**src/rtl/axi_pkg.sv**
```systemverilog
// axi_pkg: shared AXI encodings, read-master state type and size helper
package axi_pkg;
  localparam logic [1:0] AXI_BURST_FIXED = 2'b00;
  localparam logic [1:0] AXI_BURST_INCR = 2'b01;
  localparam logic [1:0] AXI_BURST_WRAP = 2'b10;
  localparam logic [1:0] AXI_RESP_OKAY = 2'b00;
  localparam logic [1:0] AXI_RESP_EXOKAY = 2'b01;
  localparam logic [1:0] AXI_RESP_SLVERR = 2'b10;
  localparam logic [1:0] AXI_RESP_DECERR = 2'b11;
  typedef enum logic [1:0] {IDLE, ADDR, DATA, RESP} rd_state_t;
  function automatic logic [2:0] axi_size(input int dw);
    return 3'($clog2(dw / 8));
  endfunction
endpackage

```
**src/rtl/axi_read_master_if.sv**
```systemverilog
// axi_read_master_if: AXI4 AR/R channel bundle with master/slave views
interface axi_read_master_if #(
  parameter int ADDRESS_WIDTH = 8,
  parameter int DATA_WIDTH = 32
);
  logic [ADDRESS_WIDTH-1:0] araddr;
  logic [7:0] arlen;
  logic [2:0] arsize;
  logic [1:0] arburst;
  logic arvalid;
  logic arready;
  logic [DATA_WIDTH-1:0] rdata;
  logic [1:0] rresp;
  logic rlast;
  logic rvalid;
  logic rready;
  modport master(output araddr, arlen, arsize, arburst, arvalid, rready,
                 input arready, rdata, rresp, rlast, rvalid);
  modport slave(input araddr, arlen, arsize, arburst, arvalid, rready,
                output arready, rdata, rresp, rlast, rvalid);
endinterface

```
**src/rtl/axi_read_master.sv**
```systemverilog
// axi_read_master: single-outstanding INCR burst reader streaming R beats to a valid/ready port
module axi_read_master
  import axi_pkg::*;
#(
  parameter int ADDRESS_WIDTH = 8,
  parameter int DATA_WIDTH = 32
) (
  input  logic                     aclk,
  input  logic                     areset,
  input  logic                     cmd_valid,
  output logic                     cmd_ready,
  input  logic [ADDRESS_WIDTH-1:0] cmd_addr,
  input  logic [7:0]               cmd_len,
  axi_read_master_if.master        axi,
  output logic [DATA_WIDTH-1:0]    out_data,
  output logic                     out_last,
  output logic                     out_valid,
  input  logic                     out_ready,
  output logic                     done,
  output logic [1:0]               done_err,
  output logic                     busy
);
  localparam logic [2:0] SIZE = axi_size(DATA_WIDTH);
  localparam logic [ADDRESS_WIDTH-1:0] ADDR_MASK = {ADDRESS_WIDTH{1'b1}} << SIZE;
  rd_state_t state;
  logic [8:0] beat_cnt;
  logic [1:0] err;
  logic [1:0] err_nxt;
  logic last_beat;
  logic beat;
  assign last_beat = beat_cnt == {1'b0, axi.arlen};
  assign beat = axi.rvalid && axi.rready;
  assign cmd_ready = state == IDLE;
  assign busy = state != IDLE;
  assign axi.arsize = SIZE;
  assign axi.arburst = AXI_BURST_INCR;
  assign axi.rready = state == DATA && out_ready;
  assign out_valid = state == DATA && axi.rvalid;
  assign out_data = axi.rdata;
  assign out_last = state == DATA && last_beat;
  // completion follows the expected count; rlast only feeds the mismatch flag
  assign err_nxt = err | {axi.rlast != last_beat,
                          axi.rresp == AXI_RESP_SLVERR || axi.rresp == AXI_RESP_DECERR};
  always_ff @(posedge aclk or posedge areset)
    if (areset) begin
      state <= IDLE;
      axi.arvalid <= 1'b0;
      axi.araddr <= '0;
      axi.arlen <= '0;
      beat_cnt <= '0;
      err <= '0;
      done <= 1'b0;
      done_err <= '0;
    end else begin
      done <= 1'b0;
      done_err <= '0;
      case (state)
        IDLE: if (cmd_valid) begin
          axi.araddr <= cmd_addr & ADDR_MASK;
          axi.arlen <= cmd_len;
          err <= '0;
          beat_cnt <= '0;
          axi.arvalid <= 1'b1;
          state <= ADDR;
        end
        ADDR: if (axi.arready) begin
          axi.arvalid <= 1'b0;
          state <= DATA;
        end
        DATA: if (beat) begin
          beat_cnt <= beat_cnt + 9'd1;
          err <= err_nxt;
          if (last_beat) begin
            state <= RESP;
            done <= 1'b1;
            done_err <= err_nxt;
          end
        end
        default: state <= IDLE;
      endcase
    end
endmodule

```
**src/flat_wrapper.sv**
```systemverilog
// flat-port wrapper written by rule: the top's interface ports become plain ports
module axi_read_master_flat import axi_pkg::*;
#(
  parameter int ADDRESS_WIDTH = 8,
  parameter int DATA_WIDTH = 32
)
  (aclk, areset, cmd_valid, cmd_ready, cmd_addr, cmd_len, out_data, out_last, out_valid, out_ready, done, done_err, busy, axi_araddr, axi_arlen, axi_arsize, axi_arburst, axi_arvalid, axi_rready, axi_arready, axi_rdata, axi_rresp, axi_rlast, axi_rvalid);
  axi_read_master_if #(.ADDRESS_WIDTH(ADDRESS_WIDTH), .DATA_WIDTH(DATA_WIDTH)) axi_i ();
  input  logic aclk;
  input  logic areset;
  input  logic cmd_valid;
  output logic cmd_ready;
  input  logic [ADDRESS_WIDTH-1:0] cmd_addr;
  input  logic [7:0] cmd_len;
  output logic [DATA_WIDTH-1:0] out_data;
  output logic out_last;
  output logic out_valid;
  input  logic out_ready;
  output logic done;
  output logic [1:0] done_err;
  output logic busy;
  output wire logic [$bits(axi_i.araddr)-1:0] axi_araddr;
  output wire logic [$bits(axi_i.arlen)-1:0] axi_arlen;
  output wire logic [$bits(axi_i.arsize)-1:0] axi_arsize;
  output wire logic [$bits(axi_i.arburst)-1:0] axi_arburst;
  output wire logic [$bits(axi_i.arvalid)-1:0] axi_arvalid;
  output wire logic [$bits(axi_i.rready)-1:0] axi_rready;
  input wire logic [$bits(axi_i.arready)-1:0] axi_arready;
  input wire logic [$bits(axi_i.rdata)-1:0] axi_rdata;
  input wire logic [$bits(axi_i.rresp)-1:0] axi_rresp;
  input wire logic [$bits(axi_i.rlast)-1:0] axi_rlast;
  input wire logic [$bits(axi_i.rvalid)-1:0] axi_rvalid;
  assign axi_araddr = axi_i.araddr;
  assign axi_arlen = axi_i.arlen;
  assign axi_arsize = axi_i.arsize;
  assign axi_arburst = axi_i.arburst;
  assign axi_arvalid = axi_i.arvalid;
  assign axi_rready = axi_i.rready;
  assign axi_i.arready = axi_arready;
  assign axi_i.rdata = axi_rdata;
  assign axi_i.rresp = axi_rresp;
  assign axi_i.rlast = axi_rlast;
  assign axi_i.rvalid = axi_rvalid;
  axi_read_master #(.ADDRESS_WIDTH(ADDRESS_WIDTH), .DATA_WIDTH(DATA_WIDTH)) u_core (.aclk(aclk), .areset(areset), .cmd_valid(cmd_valid), .cmd_ready(cmd_ready), .cmd_addr(cmd_addr), .cmd_len(cmd_len), .axi(axi_i), .out_data(out_data), .out_last(out_last), .out_valid(out_valid), .out_ready(out_ready), .done(done), .done_err(done_err), .busy(busy));
endmodule
```
**config.mk**
```make
export PLATFORM = sky130hd
export DESIGN_NAME = axi_read_master_flat
export DESIGN_NICKNAME = d
export VERILOG_FILES = /design/src/rtl/axi_pkg.sv /design/src/rtl/axi_read_master_if.sv /design/src/rtl/axi_read_master.sv /design/src/flat_wrapper.sv
export SDC_FILE = /design/constraint.sdc
export NUM_CORES = 1
export LEC_CHECK = 0
export BUFFER_PORTS_ARGS = -buffer_cell sky130_fd_sc_hd__buf_4
export CORE_MARGIN = 5
export CORE_UTILIZATION = 39
export DETAILED_ROUTE_END_ITERATION = 16
export PLACE_DENSITY_LB_ADDON = 0.05
export SYNTH_ARGS = -nofsm -noshare
export SYNTH_HDL_FRONTEND = slang
export SYNTH_SLANG_ARGS = --single-unit
export TNS_END_PERCENT = 50
```
**constraint.sdc**
```tcl
create_clock -name aclk -period 1.7 [get_ports aclk]
set_input_delay 0.085 -clock aclk [delete_from_list [all_inputs] [get_ports aclk]]
set_output_delay 0.085 -clock aclk [all_outputs]
set_load 0.005 [all_outputs]
```
After elaboration in Yosys (flattened, before gate mapping) --
Cells that the tools add are included.
Storage, ports and cells: bits of input ports 57, memories kept 0, latch bits 0, flip-flop bits (word level) 31, bits in read-only memories 0, bits in writable memories 0, logic and storage cells 53
Cells by class: magnitude comparators 0, divide/modulo/power cells 0, muxes and demuxes 20, reduce and logical (&&, ||, !) cells 13, equal/unequal tests 10, add/subtract/negate cells 1, bitwise operators 1, shift-type cells 0, $mul 0
Operators by type and width (number):
- 2-bit two-way mux | 9
- 9-bit two-way mux | 2
- 9-bit case mux with 2 select lines | 1
- 9-bit by 1-bit adder with 9-bit output (second input constant) | 1
- 9-bit by 8-bit equality test with 1-bit output | 1
- 2-bit equality test (second input constant) | 3
- 2-bit case mux with 3 select lines | 1
- 3-bit AND reduction | 2
- 2-bit nonzero test | 3
- 1-bit two-way mux | 5
- 1-bit logical AND | 4
- 2-bit by 1-bit inequality test with 1-bit output (second input constant) | 2
- 2-bit inequality test (second input constant) | 2
- 2-bit case mux with 2 select lines | 1
- 4-bit AND reduction | 1
- 2-bit by 1-bit equality test with 1-bit output (second input constant) | 1
- 2-bit logical NOT | 1
- 2-bit OR | 1
- 1-bit case mux with 2 select lines | 1
- 2-bit AND reduction | 1
- 1-bit logical OR | 1
- 1-bit inequality test | 1

Longest topological paths before layout --
depth after elaboration 6, gate-level depth with buffers 7, mapped depth without buffers 6

Worst setup path after synthesis --
OpenSTA, ideal clock, no wires.
kind register to register, start register u_core.state[0], end register u_core.err[1], clock period less this slack 1852 ps, arrival time 1782 ps, cell stages (with the launch flop) 8, slack -152 ps, cells stage by stage dfrtp_1 inv_1 ha_1 and3b_1 clkbuf_2 or4b_4 a2bb2oi_1 nand3b_1
Between the ends: elaborated cells on any way between the ends 9, classes of those cells 3 x eq/ne; 1 x mux; 5 x reduce/logical
RTL lines:
- from (decl) | line axi_read_master.sv:25 | rd_state_t state;
- from (signal assigned) | line axi_read_master.sv:46 | state <= IDLE;
- from (signal assigned) | line axi_read_master.sv:64 | state <= ADDR;
- from (signal assigned) | line axi_read_master.sv:68 | state <= DATA;
- 2-bit logical NOT *
- via cmd_ready | line flat_wrapper.sv:12 | output logic cmd_ready;
- 2-bit inequality test (no source line) / 2-bit nonzero test (equally long branches)
- 3-bit AND reduction (no source line)
- to (signal assigned) | line axi_read_master.sv:72 | err <= err_nxt;
- to (decl) | line axi_read_master.sv:27 | logic [1:0] err;
The timed path passes the listed nets; every way through them passes the cells marked *. A chain may end at the register's enable or synchronous reset.

Worst setup path after layout --
start register u_core.state[0], end register u_core.err[1]
Between the ends: cells in the longest elaborated chain, start to end 5, elaborated cells on any way between the ends 9, classes of those cells 3 x eq/ne; 1 x mux; 5 x reduce/logical
Ends and longest elaborated chain:
- 2-bit equality test | line axi_read_master.sv:37, axi_read_master.sv:57
- 1-bit logical AND | line axi_read_master.sv:37 | assign axi.rready = state == DATA && out_ready;
- 1-bit logical AND | line axi_read_master.sv:32 | assign beat = axi.rvalid && axi.rready;
- 2-bit by 1-bit inequality test with 1-bit output (no source line)
- 3-bit AND reduction (no source line)
Several ways; a longest one is shown, not always the timed one.

==> flow_summary.json <==
{
  "place.gp.congestion": 0.774,
  "avgSynthCellArea_um2": 10.3,
  "whs_ns": 0.0335,
  "antenna_found_initial": 0,
  "min-delay-start": "cmd_len[3]",
  "worstPathRequired_ns": 1.91,
  "switchingPower_mw": 1.44,
  "finalPower_mw": 4.24,
  "async_reset_ff_share_pct": 100,
  "power_frac_seq_pct": 28.5,
  "drc": 0,
  "placed_area_um2": 2240,
  "wl_um": 4410,
  "outcome": "finished, violations left",
  "core_area_um2": 4750,
  "drt_first_iter_violations": 65,
  "path_clk_slew_ns": 0.07,
  "synth_edf_count": 0,
  "wire_per_inst_um": 14.8,
  "clk_latency_ns": 0.28,
  "maxSlewViolCount": 0,
  "num_antenna_cells": 0,
  "path_class": "flop to flop",
  "p_int_mw": 2.80,
  "pwr-share-comb_pct": 53.9,
  "die_y_um": 80.2,
  "end_kind": "flop",
  "dieArea_um2": 6430,
  "rows": 25,
  "fin_util_pct": 53.8,
  "die_x_um": 80.2,
  "cts_buffer_depth": 2,
  "leakagePower_nw": 1.24,
  "ff2ff_path_depth": 7,
  "crit_arrival_ns": 1.99,
  "r2r-end": "u_core.err[1]",
  "r2r-start": "u_core.state[0]",
  "powerDensity_nw_per_um2": 1660,
  "synthFlopType": "dfrtp_1",
  "grtUsageTotal_pct": 14.6,
  "hpwlAfterDp_um": 3360,
  "fin_area_um2": 2560,
  "min_path_type": "input port to flop",
  "drive_above_1_share_pct": 51.5,
  "nets": 292,
  "h-tree-depth": 2,
  "cp-start-kind": "flop",
  "swShare_pct": 34.0,
  "cap_viol_max_count": 0,
  "tritoncts": "done",
  "violations": "setup timing",
  "peakVddDrop_mv": 0.825,
  "yosysUniqueCellTypes": 42,
  "fmax_mhz": 562,
  "holdPathEnd": "u_core.axi.arlen[3]",
  "ys_warn_count": 0,
  "start_util_pct": 40.4,
  "hold_depth": 2,
  "finalNonFillerCells": 298,
  "clock_skew_ns": 0.00385,
  "clkPwrFrac_pct": 17.7,
  "syn-cell-area_um2": 1920,
  "worst_slack_ns": -0.0781,
  "finalCritPeriodShare_pct": 105,
  "ys_ff_latch": 31,
  "grt_setup_unrepaired": "yes",
  "via_per_inst": 4.87,
  "critPathMaxFanout": 5,
  "hold_violations": 0,
  "placed_cells": 282,
  "cts_buffers": 5,
  "timing.reg2reg.setup_slack_ns": -0.08,
  "drt_pre_antenna_iters": 4,
  "numClockSinks": 31,
  "synthesis.instances": 187,
  "synth-seq-area-share_pct": 40.4,
  "syn2layout_area_growth_pct": 33.1,
  "first_global_vias": 1453,
  "vias": 1451,
  "finalSetupViolCount": 5,
  "antenna_left": 0,
  "grt_max_degree": 32,
  "grt_overflow": 0,
  "io_pins": 119,
  "cts_root_buf": "clkbuf_8",
  "grt_pass1_wl_um": 7270,
  "io_buffers": 44,
  "period_needed_ns": 1.78
}
## state kept, by name, summed over array words and instances (netlist names)
register / flops
u_core.beat_cnt: 9
u_core.axi.arvalid: 1
u_core.axi.arlen: 8
u_core.err: 2
u_core.done_err: 2
u_core.axi.araddr: 6
u_core.done: 1
u_core.state: 2
## per-stage QoR
step / setup WS (ns) / TNS (ns)
after global placement: -0.0811 / -0.351
after floorplan: -0.0433 / -0.0433
after detailed placement: -0.112 / -0.438
final: -0.0781 / -0.149
after CTS: -0.0752 / -0.210
after global routing: -0.147 / -0.913
## cell type report
type / instances / area (µm²)
Clock inverter: 2 / 35.0
Multi-Input combinational cell: 111 / 975
Timing Repair Buffer: 74 / 577
Fill cell: 454 / 2200
Clock buffer: 6 / 82.6
Inverter: 7 / 26.3
Sequential cell: 31 / 777
Tap cell: 67 / 83.8
## cells by family after synthesis
logic type | synth area share (%)
buf+inv | 17.9
simple gates | 16.0
compound gates | 6.52
mux | 10.0
flops | 40.4
fa+ha+maj | 3.26
xor+xnor | 5.47
other cells | 0.391
## power groups by stage
stage | logic, mW | clock network (mW) | registers [mW]
after floorplan | 1.09 | 0 | 1.20
after global placement | 1.94 | 0 | 1.22
after detailed placement | 1.97 | 0 | 1.23
after CTS | 2.16 | 0.781 | 1.21
after global routing | 2.50 | 0.803 | 1.25
final | 2.29 | 0.750 | 1.21
## how the worst max path moves through the flow
stage | from | end | slack [ns]
finish | u_core.state[0] | u_core.err[1] | -0.08
global route | u_core.state[0] | u_core.err[1] | -0.15
CTS | u_core.axi.arlen[2] | out_last | -0.08
detailed placement | u_core.state[0] | u_core.state[1] | -0.11
global placement | u_core.state[0] | u_core.state[1] | -0.08
floorplan | u_core.state[0] | u_core.err[1] | -0.04
## routing by layer
layer	part of all wire, %	GRT usage (%)	vias to the layer above
li1	-	-	686
met1	41	17.4	695
met2	49	23.4	53
met3	8.3	5.61	17
met4	2.1	6.08	0
met5	0	0	-
## synth_stat cells (3+ instances only)
master | count | share of area (%)
ha_1 | 5 | 3.3
nor2_1 | 13 | 2.5
o21ai_0 | 3 | 0.78
inv_1 | 7 | 1.4
nor3_1 | 6 | 1.6
nand4_1 | 4 | 1.3
xor2_1 | 8 | 3.6
mux2_2 | 14 | 8.2
dfrtp_1 | 31 | 40
a21oi_1 | 6 | 1.6
xnor2_1 | 4 | 1.8
buf_4 | 39 | 15
nand3b_1 | 3 | 1.2
nand2_1 | 7 | 1.4
nor4_1 | 3 | 0.98
## cell usage in the layout (no fill, tap or decap), types with 2 or more instances in the layout
| cell | synthesis | routed |
|---|---|---|
| a21oi_1 | 6 | 5 |
| a31o_1 | 2 | 2 |
| and2_1 | 2 | 2 |
| and3_1 | 2 | 2 |
| and4_1 | 2 | 2 |
| buf_4 | 39 | 70 |
| clkbuf_8 | 0 | 6 |
| conb_1 | 2 | 7 |
| dfrtp_1 | 31 | 30 |
| dlygate4sd3_1 | 0 | 2 |
| ha_1 | 5 | 2 |
| ha_4 | 0 | 2 |
| inv_1 | 7 | 5 |
| inv_2 | 0 | 2 |
| mux2_2 | 14 | 14 |
| nand2_1 | 7 | 7 |
| nand3b_1 | 3 | 3 |
| nand4_1 | 4 | 4 |
| nor2_1 | 13 | 13 |
| nor2b_4 | 0 | 2 |
| nor3_1 | 6 | 2 |
| nor3_2 | 0 | 2 |
| nor3_4 | 0 | 2 |
| nor4_4 | 1 | 3 |
| o21ai_0 | 3 | 3 |
| xnor2_1 | 4 | 4 |
| xor2_1 | 8 | 7 |
## timing repair
action	4_1_cts	5_1_grt
setup buffers	5	1
hold buffers	2	0
endpoints found under the hold margin	32	0
setup endpoints to repair	8	13
pin swaps	9	11
gates resized for setup	12	13
## critical path, cell delays in order, from the launching register on
cell	delay [ns]
dfrtp_1	0.36
inv_2	0.08
ha_4	0.17
buf_12	0.12
mux2i_4	0.19
or4b_4	0.56
a2bb2oi_2	0.14
nand3b_1	0.09
Note: power is estimated with default switching activity, not from simulation.
